**src/rtl/frac_baud_gen.sv**
```systemverilog
// rtl/frac_baud_gen.sv - fractional-divisor oversample/bit/mid-bit tick generator
module frac_baud_gen #(
    parameter int OSR    = 16,
    parameter int DIV_W  = 16,
    parameter int FRAC_W = 4,
    parameter int IDX_W  = $clog2(OSR)
) (
    input  logic              clk_i,
    input  logic              reset_n_i,
    input  logic              en_i,
    input  logic              sync_i,
    input  logic [DIV_W-1:0]  div_int_i,
    input  logic [FRAC_W-1:0] div_frac_i,
    input  logic              div_we_i,
    output logic              div_pend_o,
    output logic              osr_tick_o,
    output logic              bit_tick_o,
    output logic              mid_tick_o,
    output logic [IDX_W-1:0]  osr_idx_o
);

    localparam logic [IDX_W-1:0] IDX_LAST = IDX_W'(OSR - 1);
    localparam logic [IDX_W-1:0] IDX_MID  = IDX_W'(OSR / 2);

    logic [DIV_W-1:0]  int_r;
    logic [FRAC_W-1:0] frac_r;
    logic [DIV_W-1:0]  sh_int;
    logic [FRAC_W-1:0] sh_frac;
    logic              pend;
    logic [DIV_W:0]    cnt;
    logic [FRAC_W-1:0] acc;
    logic [IDX_W-1:0]  idx;

    logic [FRAC_W:0]   acc_sum;
    logic [DIV_W:0]    period;
    logic [DIV_W:0]    last_cnt;
    logic              running;
    logic              hit;
    logic [IDX_W-1:0]  idx_next;
    logic              boundary;

    // The carry out of the fractional accumulator stretches this interval by one cycle.
    assign acc_sum  = {1'b0, acc} + {1'b0, frac_r};
    assign period   = {1'b0, int_r} + {{DIV_W{1'b0}}, acc_sum[FRAC_W]};
    assign last_cnt = period - {{DIV_W{1'b0}}, 1'b1};
    assign running  = (int_r != '0);
    assign hit      = running && (cnt == last_cnt);
    assign idx_next = (idx == IDX_LAST) ? '0 : idx + 1'b1;
    assign boundary = hit && (idx_next == '0);

    always_ff @(posedge clk_i) begin
        if (!reset_n_i) begin
            int_r      <= '0;
            frac_r     <= '0;
            sh_int     <= '0;
            sh_frac    <= '0;
            pend       <= 1'b0;
            cnt        <= '0;
            acc        <= '0;
            idx        <= '0;
            osr_tick_o <= 1'b0;
            bit_tick_o <= 1'b0;
            mid_tick_o <= 1'b0;
        end else if (div_we_i && !en_i) begin
            int_r      <= div_int_i;
            frac_r     <= div_frac_i;
            pend       <= 1'b0;
            cnt        <= '0;
            acc        <= '0;
            idx        <= '0;
            osr_tick_o <= 1'b0;
            bit_tick_o <= 1'b0;
            mid_tick_o <= 1'b0;
        end else if (!en_i) begin
            cnt        <= '0;
            acc        <= '0;
            idx        <= '0;
            osr_tick_o <= 1'b0;
            bit_tick_o <= 1'b0;
            mid_tick_o <= 1'b0;
            // Nothing is being timed while disabled, so a parked divisor can land now.
            if (pend) begin
                int_r  <= sh_int;
                frac_r <= sh_frac;
                pend   <= 1'b0;
            end
        end else begin
            osr_tick_o <= 1'b0;
            bit_tick_o <= 1'b0;
            mid_tick_o <= 1'b0;
            if (div_we_i) begin
                sh_int  <= div_int_i;
                sh_frac <= div_frac_i;
                pend    <= 1'b1;
            end
            if (sync_i) begin
                cnt <= '0;
                acc <= '0;
                idx <= '0;
            end else if (hit) begin
                cnt        <= '0;
                idx        <= idx_next;
                osr_tick_o <= 1'b1;
                bit_tick_o <= boundary;
                mid_tick_o <= (idx_next == IDX_MID);
                if (boundary && (div_we_i || pend)) begin
                    int_r  <= div_we_i ? div_int_i : sh_int;
                    frac_r <= div_we_i ? div_frac_i : sh_frac;
                    acc    <= '0;
                    pend   <= 1'b0;
                end else begin
                    acc <= acc_sum[FRAC_W-1:0];
                end
            end else if (running) begin
                cnt <= cnt + 1'b1;
            end else begin
                cnt <= '0;
            end
        end
    end

    assign div_pend_o = pend;
    assign osr_idx_o  = idx;

endmodule

```
**config.mk**
```make
export PLATFORM = sky130hd
export DESIGN_NAME = frac_baud_gen
export DESIGN_NICKNAME = d
export VERILOG_FILES = /design/src/rtl/frac_baud_gen.sv
export SDC_FILE = /design/constraint.sdc
export NUM_CORES = 1
export LEC_CHECK = 0
export CORE_MARGIN = 5
export CORE_UTILIZATION = 50
export DETAILED_ROUTE_END_ITERATION = 12
export GPL_TIMING_DRIVEN = 0
export PLACE_DENSITY = 0.72
export SYNTH_ARGS = -nofsm -noshare
export SYNTH_HDL_FRONTEND = slang
export SYNTH_SLANG_ARGS = --single-unit
```
**constraint.sdc**
```tcl
create_clock -name clk_i -period 7.5 [get_ports clk_i]
set_clock_uncertainty 0.2 [all_clocks]
set_input_delay 1.5 -clock clk_i [delete_from_list [all_inputs] [get_ports clk_i]]
set_output_delay 1.5 -clock clk_i [all_outputs]
set_load 0.01 [all_outputs]
```
==> results of run 1 <==
cell usage after synthesis, drive strengths merged (2+ instances only):
master,number
and2,2
xnor2,21
nand3,12
inv,6
o22ai,2
buf,7
o31ai,3
nor4,5
xor2,18
nor4b,2
and3,8
or3,4
ha,9
a211oi,2
mux2i,10
nand2,87
or4,5
clkbuf,27
nor2,54
nor2b,3
nor3,20
a21o,2
nand2b,3
o21ai,25
o21a,3
nor3b,4
a21oi,27
or4b,2
a221oi,21
o211ai,2
dfxtp,69
nand4,3
worst register-to-register path: stages (launching register included):
cell and delay (ps):
dfxtp_1 330, ha_1 230, fa_1 410, a21o_1 170, a21oi_1 190, ha_1 250, or4b_4 490, buf_6 160
or4_4 480, a221o_1 360, or4_1 530, or4b_4 580, o31ai_4 310, buf_6 220, a221oi_2 80
kinds of logic after synthesis:
| kind of cell | synth area share |
|---|---|
| mux | 0.0257 |
| buf+inv | 0.0472 |
| fa+ha+maj | 0.0341 |
| flops | 0.355 |
| xor+xnor | 0.0877 |
| compound gates | 0.184 |
| simple gates | 0.266 |
routing by layer:
layer,vias up,wire length [um],global-route usage
met5,-,0,0
met4,0,140,0.0641
met3,10,346,0.0386
met2,69,4320,0.316
met1,1626,4400,0.254
li1,1779,-,-
where the power goes:
group / switching [W] / internal, W / total, W / leakage, nW
Clock: 0.000148 / 0.000152 / 0.000299 / 0.0950
Combinational: 0.0000847 / 0.0000677 / 0.000152 / 0.993
Sequential: 0.0000108 / 0.000380 / 0.000391 / 0.563
cell usage in the layout, fill, tap and decap left out, types with 3 or more instances in the layout:
master,instances
buf_2,3
clkbuf_8,9
nor3_1,20
o21ai_0,24
xor2_1,18
and3_1,8
nand4_1,3
nand3_1,12
a21oi_1,27
or3_1,4
inv_1,6
a221oi_2,13
nand2b_1,3
or4_1,3
a221oi_1,8
clkbuf_1,27
nor3b_1,4
nor4_1,5
nor2b_1,3
mux2i_1,10
nor2_1,54
dfxtp_1,69
xnor2_1,21
nand2_1,87
buf_6,4
ha_1,9
o21a_1,3
clkdlybuf4s50_1,32
final cells by class:
cell class,count,area [sq um]
inverters,6,22.5
clock buffers,9,124
clock inverters,6,65.1
multi-input cells,374,2330
well taps,102,128
fillers,718,3120
plain buffers,34,161
flip-flops and latches,69,1380
repair buffers,32,320
per-stage QoR:
stage	setup slack [ps]	hold slack, ps
detailed placement	2380	247
floorplan	2760	237
global route	1890	272
CTS	2350	257
global placement	2470	242
finish	2370	257
registers in the layout, summed over array words and instances (netlist names):
name        count
frac_r          4
osr_idx_o       4
osr_tick_o      1
sh_int         16
acc             4
cnt            17
bit_tick_o      1
sh_frac         4
int_r          16
mid_tick_o      1
div_pend_o      1
how the worst min path moves through the flow:
| stage | to | slack [ps] | depth (start not counted) |
|---|---|---|---|
| after floorplan | sh_frac[0] | 240 | 2 |
| after global routing | sh_frac[2] | 270 | 2 |
| after global placement | sh_int[14] | 240 | 2 |
| after detailed placement | sh_int[9] | 250 | 2 |
| final | sh_int[9] | 260 | 2 |
| after CTS | sh_frac[2] | 260 | 2 |
==> out/results.ini, run 1 <==
[cts]
clkTransAtPathRegs_ps = 80
cts_sinks = 69
cts_buffer_depth = 2
post-cts-setup-buffers = 0
post_cts_resized = 0
numCtsBuffers = 9
insertion_delay_ps = 350
cts_htree_levels = 3
root_buffer = clkbuf_8
tritoncts = yes
hold_buffers = 0

[floorplan]
fp.dieW_um = 98.2
io_pins = 33
std_cell_rows = 32
floorplan.initialDensity = 0.509
die_h_um = 98.2
core_area_sq_um = 7650
die_area_sq_um = 9650

[synthesis]
syn_avg_cell_area_sq_um = 8.06
synth-async-reset-ratio = 0
synth-edff-count = 0
ys_warn_count = 0
synth_seq_cells = 69
ys_top_cells_by_area = dfxtp_1 (35%), nand2_1 (8.4%), nor2_1 (5.2%)
yosysTopAreaCell = dfxtp_1
synth_cells = 483
synthesis.nets = 518
ys_seq_area_frac = 0.355
ys_types = 52
syn_area_sq_um = 3890
yosysTopAreaCellShare = 0.355
synthFlopType = dfxtp_1

[setup_path]
crit_cells = 14
cp-start-kind = flop
r2r_slack_ps = 2370
worst-setup-path-type = flop to flop
cp_slowest_cell = or4b_4
crit_required_ps = 7500
critical_path.cell_chain = ha_1 -> fa_1 -> a21o_1 -> a21oi_1 -> ha_1 -> or4b_4 -> buf_6 -> or4_4 -> a221o_1 -> or4_1 -> or4b_4 -> o31ai_4 -> buf_6 -> a221oi_2
reg2reg_from = frac_r[0]
critPathArrivalTime_ps = 5130
crit_path_start = frac_r[0]
crit_buf_inv = 2
worst_path_dominant_cell_family = simple AND/OR/NAND/NOR gates
crit_path_end_kind = flop
r2r-end = int_r[15]
crit_end = int_r[15]
r2r_cells = 14
crit_fanout = 10
cpPeakStageDelay_ps = 580

[routing]
routedWlPerCell_um = 14.6
drt-initial-drc-count = 163
drc = 0
drtPass1Iterations = 4
wl_um = 9210
vias_per_cell = 5.51
vias = 3484
antenna_left = 0

[cells_and_area]
finalNonFillerCells = 632
fin_util = 0.592
layout-drive-gt1-share = 0.0811
syn_to_final_growth_pct = 16.4
finalNetCount = 561
antenna_cells = 0
fin_area_sq_um = 4530

[hold_path]
worstHoldStart = sh_int[9]
hold_path_class = flop to flop

[timing]
fin_crit_ps = 5130
drv_slew = 0
setup_viol = 0
relSlewSlack = 0.451
min_period_over_period = 0.684
hold_viol = 0
max_clock_freq_mhz = 195
rsz0062_at_grt = false
fin_setup_tns_ps = 0
tightest_slew_ps = 824

[grt]
grt-ovfl-total = 0
grt_max_degree = 13
grt_pass1_wl_um = 15500
grtUsageTotal = 0.193
antenna_found_initial = 0
grt_pass1_vias = 3319

[run]
maxCapViolCount = 0

[power_and_ir_drop]
finalPower_w = 0.000842
power.leakage_nw = 1.65
powerDensity_nw_per_um2 = 186
peakVddDrop_mv = 0.0983

[placement]
place_congestion = 0.852
hpwl_um = 6880
placedInstanceArea_sq_um = 4340
place_inst = 617
io_buffer_count = 32

[run_status]
status = finished, final reports clean

(Power assumes the default switching activity.)
==> run 2: changes to the inputs <==
- clock period: 7.5 -> 4.95 ns (I/O delays scaled with it)
==> run 2 against run 1 <==
  * Design area grew 1.7%
  * Die area is the same
  * Worst setup slack worse by 2200 ps
  * Non-clock buffer count up 4
  * Worst hold slack about the same
  * Global-route usage increased by 0.49 points
  * Fmax increased by 6.5%
  * Register-to-register slack lost 2200 ps
  * Critical path depth increased by 1
  * First-iteration DRC count rose by 25%
  * Critical endpoint is now int_r[13]
  * Largest cell class unchanged
  * Highest routed layer unchanged
==> out/results.ini, run 2 (synthesis results as in run 1) <==
[floorplan]
std_cell_rows = 32  ; unchanged
die_area_sq_um = 9650  ; unchanged
floorplan.initialDensity = 0.509  ; unchanged
fp.dieW_um = 98.2  ; unchanged
core_area_sq_um = 7650  ; unchanged
io_pins = 33  ; unchanged
die_h_um = 98.2  ; unchanged

[routing]
drc = 0  ; unchanged
wl_um = 9440  ; was 9210 um
vias_per_cell = 5.52  ; was 5.51
vias = 3513  ; was 3484
drtPass1Iterations = 5  ; was 4
antenna_left = 0  ; unchanged
drt-initial-drc-count = 203  ; was 163
routedWlPerCell_um = 14.8  ; was 14.6 um

[timing]
max_clock_freq_mhz = 207  ; was 195 MHz
hold_viol = 0  ; unchanged
holdWs_ps = 256  ; was 257 ps
tightest_slew_ps = 901  ; was 824 ps
fin_setup_tns_ps = 0  ; unchanged
worst_slack_ps = 130  ; was 2370 ps
relSlewSlack = 0.399  ; was 0.451
rsz0062_at_grt = false  ; unchanged
fin_crit_ps = 4820  ; was 5130 ps
setup_viol = 0  ; unchanged
min_period_over_period = 0.974  ; was 0.684
drv_slew = 0  ; unchanged

[setup_path]
crit_top_cell = buf_6
critical_path.cell_chain = ha_2 -> fa_2 -> a21o_1 -> a21oi_2 -> ha_2 -> or4b_4 -> buf_6 -> or4_4 -> a221o_1 -> or4_1 -> or4b_4 -> o31ai_4 -> buf_6 -> buf_6 -> a221oi_2  ; was ha_1 -> fa_1 -> a21o_1 -> a21oi_1 -> ha_1 -> or4b_4 -> buf_6 -> or4_4 -> a221o_1 -> or4_1 -> or4b_4 -> o31ai_4 -> buf_6 -> a221oi_2
r2r_slack_ps = 130  ; was 2370 ps
crit_required_ps = 4950  ; was 7500 ps
r2r_cells = 15  ; was 14
cpPeakStageDelay_ps = 530  ; was 580 ps
r2r-end = int_r[13]  ; was int_r[15]
crit_path_start = frac_r[0]  ; unchanged
crit_buf_inv = 3  ; was 2
worst-setup-path-type = flop to flop  ; unchanged
crit_path_end_kind = flop  ; unchanged
cp_slowest_cell = or4_1  ; was or4b_4
worst_path_dominant_cell_family = simple AND/OR/NAND/NOR gates  ; unchanged
crit_fanout = 9  ; was 10
reg2reg_from = frac_r[0]  ; unchanged
critPathArrivalTime_ps = 4820  ; was 5130 ps
cp-start-kind = flop  ; unchanged

[power_and_ir_drop]
peakVddDrop_mv = 0.149  ; was 0.0983 mV
power.leakage_nw = 1.68  ; was 1.65 nW
powerDensity_nw_per_um2 = 280  ; was 186 nW/um^2

[run_status]
status = finished, final reports clean  ; unchanged

[hold_path]
hold_path_class = flop to flop  ; unchanged
worstHoldStart = sh_int[9]  ; unchanged
whs_endpoint = sh_int[9]  ; unchanged
min_path_cells = 2  ; unchanged

[grt]
grtUsageTotal = 0.198  ; was 0.193
grt_pass1_vias = 3359  ; was 3319
grt_max_degree = 13  ; unchanged
antenna_found_initial = 0  ; unchanged
grt_pass1_wl_um = 15800  ; was 15500 um
grt-ovfl-total = 0  ; unchanged

[cts]
cts_htree_levels = 3  ; unchanged
cts_sinks = 69  ; unchanged
root_buffer = clkbuf_8  ; unchanged
tritoncts = yes  ; unchanged
insertion_delay_ps = 350  ; about the same
clkTransAtPathRegs_ps = 80  ; about the same
cts_buffer_depth = 2  ; unchanged
numCtsBuffers = 9  ; unchanged
hold_buffers = 0  ; unchanged

[cells_and_area]
reg_top3 = cnt x17, int_r x16, sh_int x16  ; unchanged
antenna_cells = 0  ; unchanged
final_common_cell = nand2_1  ; unchanged
mostFrequentLayoutCells = nand2_1 (87), dfxtp_1 (69), nor2_1 (54)  ; unchanged
fin_util = 0.602  ; was 0.592
finalNetCount = 565  ; was 561
fill_cells = 702  ; was 718
largest-register = cnt  ; unchanged
syn_to_final_growth_pct = 18.3  ; was 16.4%
finalNonFillerCells = 636  ; was 632
layout-drive-gt1-share = 0.101  ; was 0.0811
largest_reg_flops = 17  ; unchanged

[placement]
place_inst = 617  ; unchanged
post-place-ws_ps = -166  ; was 2380 ps
place_congestion = 0.852  ; unchanged
io_buffer_count = 32  ; unchanged
hpwl_um = 6880  ; unchanged

[run]
maxCapViolCount = 0  ; unchanged

[run 2: metrics by stage]
stage / total power [W] / cell area, sq um
floorplan: 0.000766 / 3890
global placement: 0.000828 / 4340
detailed placement: 0.000832 / 4340
CTS: 0.00129 / 4590
global route: 0.00135 / 4610
finish: 0.00129 / 4610
[run 2: routing by layer]
metal | wire, um | part of all wire | global-route usage | vias to the layer above
met5 | 0 | 0 | 0 | -
met3 | 357 | 0.038 | 0.0386 | 11
met1 | 4470 | 0.47 | 0.257 | 1647
met2 | 4480 | 0.47 | 0.332 | 67
li1 | - | - | - | 1788
met4 | 125 | 0.013 | 0.0588 | 0
[run 2: power breakdown]
part           switching (W)  internal [W]
clock network       0.000225      0.000230
registers          0.0000166      0.000575
logic               0.000135      0.000108
[run 2: timing repair]
action,in CTS,in global routing
gates resized for setup,9,5
buffers inserted,2,0
endpoints found under the setup margin,30,31
pin swaps,2,2
gates cloned,2,0
[run 2: how the worst max path moves through the flow]
stage / end / slack, ps / cells after the start
2_1_floorplan: frac_r[2] / 210 / 14
3_3_place_gp: int_r[9] / -80 / 14
3_5_place_dp: frac_r[2] / -170 / 14
4_1_cts: frac_r[3] / 40 / 15
5_1_grt: int_r[9] / 30 / 15
6_report: int_r[13] / 130 / 15
[run 2: cell type report]
cell class | instances | area [sq um] | share of cell area
well taps | 102 | 128 | 0.0277
repair buffers | 36 | 362 | 0.0785
flip-flops and latches | 69 | 1380 | 0.300
multi-input cells | 374 | 2360 | 0.513
inverters | 6 | 22.5 | 0.00489
clock buffers | 9 | 124 | 0.0269
plain buffers | 34 | 163 | 0.0353
clock inverters | 6 | 65.1 | 0.0141
[run 2: tightest hold or removal path, stage by stage, from the launching register on]
cell and delay [ps]:
dfxtp_1 310, nand2_1 50, a21oi_1 50
==> run 3: changes to the inputs <==
- GPL_TIMING_DRIVEN: 0 -> unset
==> run 3 against run 2 <==
  * Utilization is 0.97 points lower
  * Register-to-register slack better by 70 ps
  * Largest power group unchanged
  * Clock power rose by 13%
  * Die area did not move
==> out/results.ini, run 3 (synthesis results as in run 1) <==
[run_status]
status = finished, final reports clean  ; unchanged

[routing]
drt-initial-drc-count = 195  ; was 203
vias_per_cell = 5.62  ; was 5.52
wl_um = 9050  ; was 9440 um
routedWlPerCell_um = 14.8  ; about the same
drtPass1Iterations = 4  ; was 5
drc = 0  ; unchanged
antenna_left = 0  ; unchanged
vias = 3431  ; was 3513

[cts]
numCtsBuffers = 9  ; unchanged
root_buffer = clkbuf_8  ; unchanged
clkTransAtPathRegs_ps = 80  ; about the same
cts_htree_levels = 3  ; unchanged
insertion_delay_ps = 350  ; about the same
cts_sinks = 69  ; unchanged
hold_buffers = 0  ; unchanged
cts_buffer_depth = 2  ; unchanged
tritoncts = yes  ; unchanged

[grt]
antenna_found_initial = 0  ; unchanged
grt_max_degree = 25  ; was 13
grt_pass1_vias = 3284  ; was 3359
grt_pass1_wl_um = 15400  ; was 15800 um
grtUsageTotal = 0.191  ; was 0.198
grt-ovfl-total = 0  ; unchanged

[cells_and_area]
reg_top3 = cnt x17, int_r x16, sh_int x16  ; unchanged
finalNonFillerCells = 610  ; was 636
multi_input_area_sq_um = 2330  ; was 2360 sq um
layout-drive-gt1-share = 0.0965  ; was 0.101
antenna_cells = 0  ; unchanged
final_common_cell = nand2_1  ; unchanged
syn_to_final_growth_pct = 16.4  ; was 18.3%
seq_area_sq_um = 1380  ; unchanged
largest-register = cnt  ; unchanged
fill_cells = 707  ; was 702
mostFrequentLayoutCells = nand2_1 (87), dfxtp_1 (69), nor2_1 (54)  ; unchanged
largest_reg_flops = 17  ; unchanged
finalNetCount = 539  ; was 565

[timing]
drv_slew = 0  ; unchanged
setup_viol = 0  ; unchanged
hold_viol = 0  ; unchanged
min_period_over_period = 0.960  ; was 0.974
relSlewSlack = 0.243  ; was 0.399
fin_crit_ps = 4750  ; was 4820 ps
tightest_slew_ps = 1130  ; was 901 ps
max_clock_freq_mhz = 210  ; was 207 MHz

[placement]
io_buffer_count = 32  ; unchanged
place_inst = 592  ; was 617
hpwl_um = 6350  ; was 6880 um
place_congestion = 0.899  ; was 0.852

[floorplan]
fp.dieW_um = 98.2  ; unchanged
die_area_sq_um = 9650  ; unchanged
die_h_um = 98.2  ; unchanged
core_area_sq_um = 7650  ; unchanged
io_pins = 33  ; unchanged
floorplan.initialDensity = 0.509  ; unchanged
std_cell_rows = 32  ; unchanged

[setup_path]
crit_path_end_kind = flop  ; unchanged
cp_slowest_cell = or4b_4  ; was or4_1
cpPeakStageDelay_ps = 570  ; was 530 ps
cp-start-kind = flop  ; unchanged
crit_required_ps = 4950  ; about the same
crit_fanout = 10  ; was 9
critPathArrivalTime_ps = 4750  ; was 4820 ps
critical_path.cell_chain = ha_1 -> fa_1 -> a21o_1 -> a21oi_1 -> ha_1 -> or4b_4 -> or4_4 -> a221o_1 -> or4_1 -> or4b_4 -> o31ai_4 -> buf_4 -> buf_12 -> a221oi_2  ; was ha_2 -> fa_2 -> a21o_1 -> a21oi_2 -> ha_2 -> or4b_4 -> buf_6 -> or4_4 -> a221o_1 -> or4_1 -> or4b_4 -> o31ai_4 -> buf_6 -> buf_6 -> a221oi_2
worst-setup-path-type = flop to flop  ; unchanged

[run]
maxCapViolCount = 0  ; unchanged

[power_and_ir_drop]
powerDensity_nw_per_um2 = 295  ; was 280 nW/um^2
finalPower_w = 0.00134  ; was 0.00129 W
peakVddDrop_mv = 0.195  ; was 0.149 mV
power.leakage_nw = 1.67  ; was 1.68 nW

[hold_path]
hold_path_class = flop to flop  ; unchanged

-- run 3: cell types whose count changed in the layout (fill, tap and decap cells not counted), sizes merged --
| cell | before | now |
|---|---|---|
| bufinv | 1 | 2 |
| clkinv | 4 | 2 |
| clkbuf | 36 | 11 |
-- run 3: area by class of cell --
type | count | share of cell area
inverters | 6 | 0.00497
clock buffers | 10 | 0.0304
repair buffers | 44 | 0.0980
clock inverters | 5 | 0.0188
multi-input cells | 374 | 0.515
flip-flops and latches | 69 | 0.305
well taps | 102 | 0.0282
-- run 3: routing by layer --
| layer | global-route usage | vias up | part of all wire |
|---|---|---|---|
| li1 | - | 1735 | - |
| met1 | 0.260 | 1619 | 0.47 |
| met2 | 0.303 | 65 | 0.47 |
| met3 | 0.0414 | 12 | 0.042 |
| met4 | 0.0578 | 0 | 0.014 |
| met5 | 0 | - | 0 |
-- run 3: through the flow --
step           instance area, sq um  worst slack, ps  utilization  TNS [ps]  hold WS (ps)
2_1_floorplan                  3890              207            -         0           237
3_3_place_gp                   4260              209        0.557         0           242
3_5_place_dp                   4260              182        0.557         0           247
4_1_cts                        4480              154        0.586         0           259
5_1_grt                        4530            -29.3        0.593      -172           276
6_report                       4530              198        0.593         0           260
-- run 3: final timing paths --
| check | slack, ps | cells after the start | end | startpoint |
|---|---|---|---|---|
| worst min-delay path | 260 | 2 | sh_int[3] | sh_int[3] |
| worst max-delay path | 200 | 14 | frac_r[2] | frac_r[0] |
| worst min register to register | 260 | 2 | sh_int[3] | sh_int[3] |
| worst max register to register | 200 | 14 | frac_r[2] | frac_r[0] |
-- run 3: power breakdown --
part | leakage, nW | internal [W] | total [W] | switching [W]
Sequential | 0.563 | 0.000576 | 0.000603 | 0.0000276
Combinational | 0.997 | 0.000103 | 0.000220 | 0.000117
Clock | 0.109 | 0.000296 | 0.000512 | 0.000216
-- run 3: worst max-delay path, delay by kind of cell, from the launching register on --
kind / cells / cell delay, ps
AO/OA/AOI/OAI: 5 / 910
adder cells (fa/ha/maj): 3 / 800
buffers and inverters: 2 / 330
flip-flops: 1 / 320
AND/OR/NAND/NOR: 4 / 2040
-- run 3: what timing repair did --
item,in CTS,in global routing
gates resized for setup,0,1
endpoints found under the setup margin,0,20
buffers inserted,0,1
hold endpoints to repair,0,0
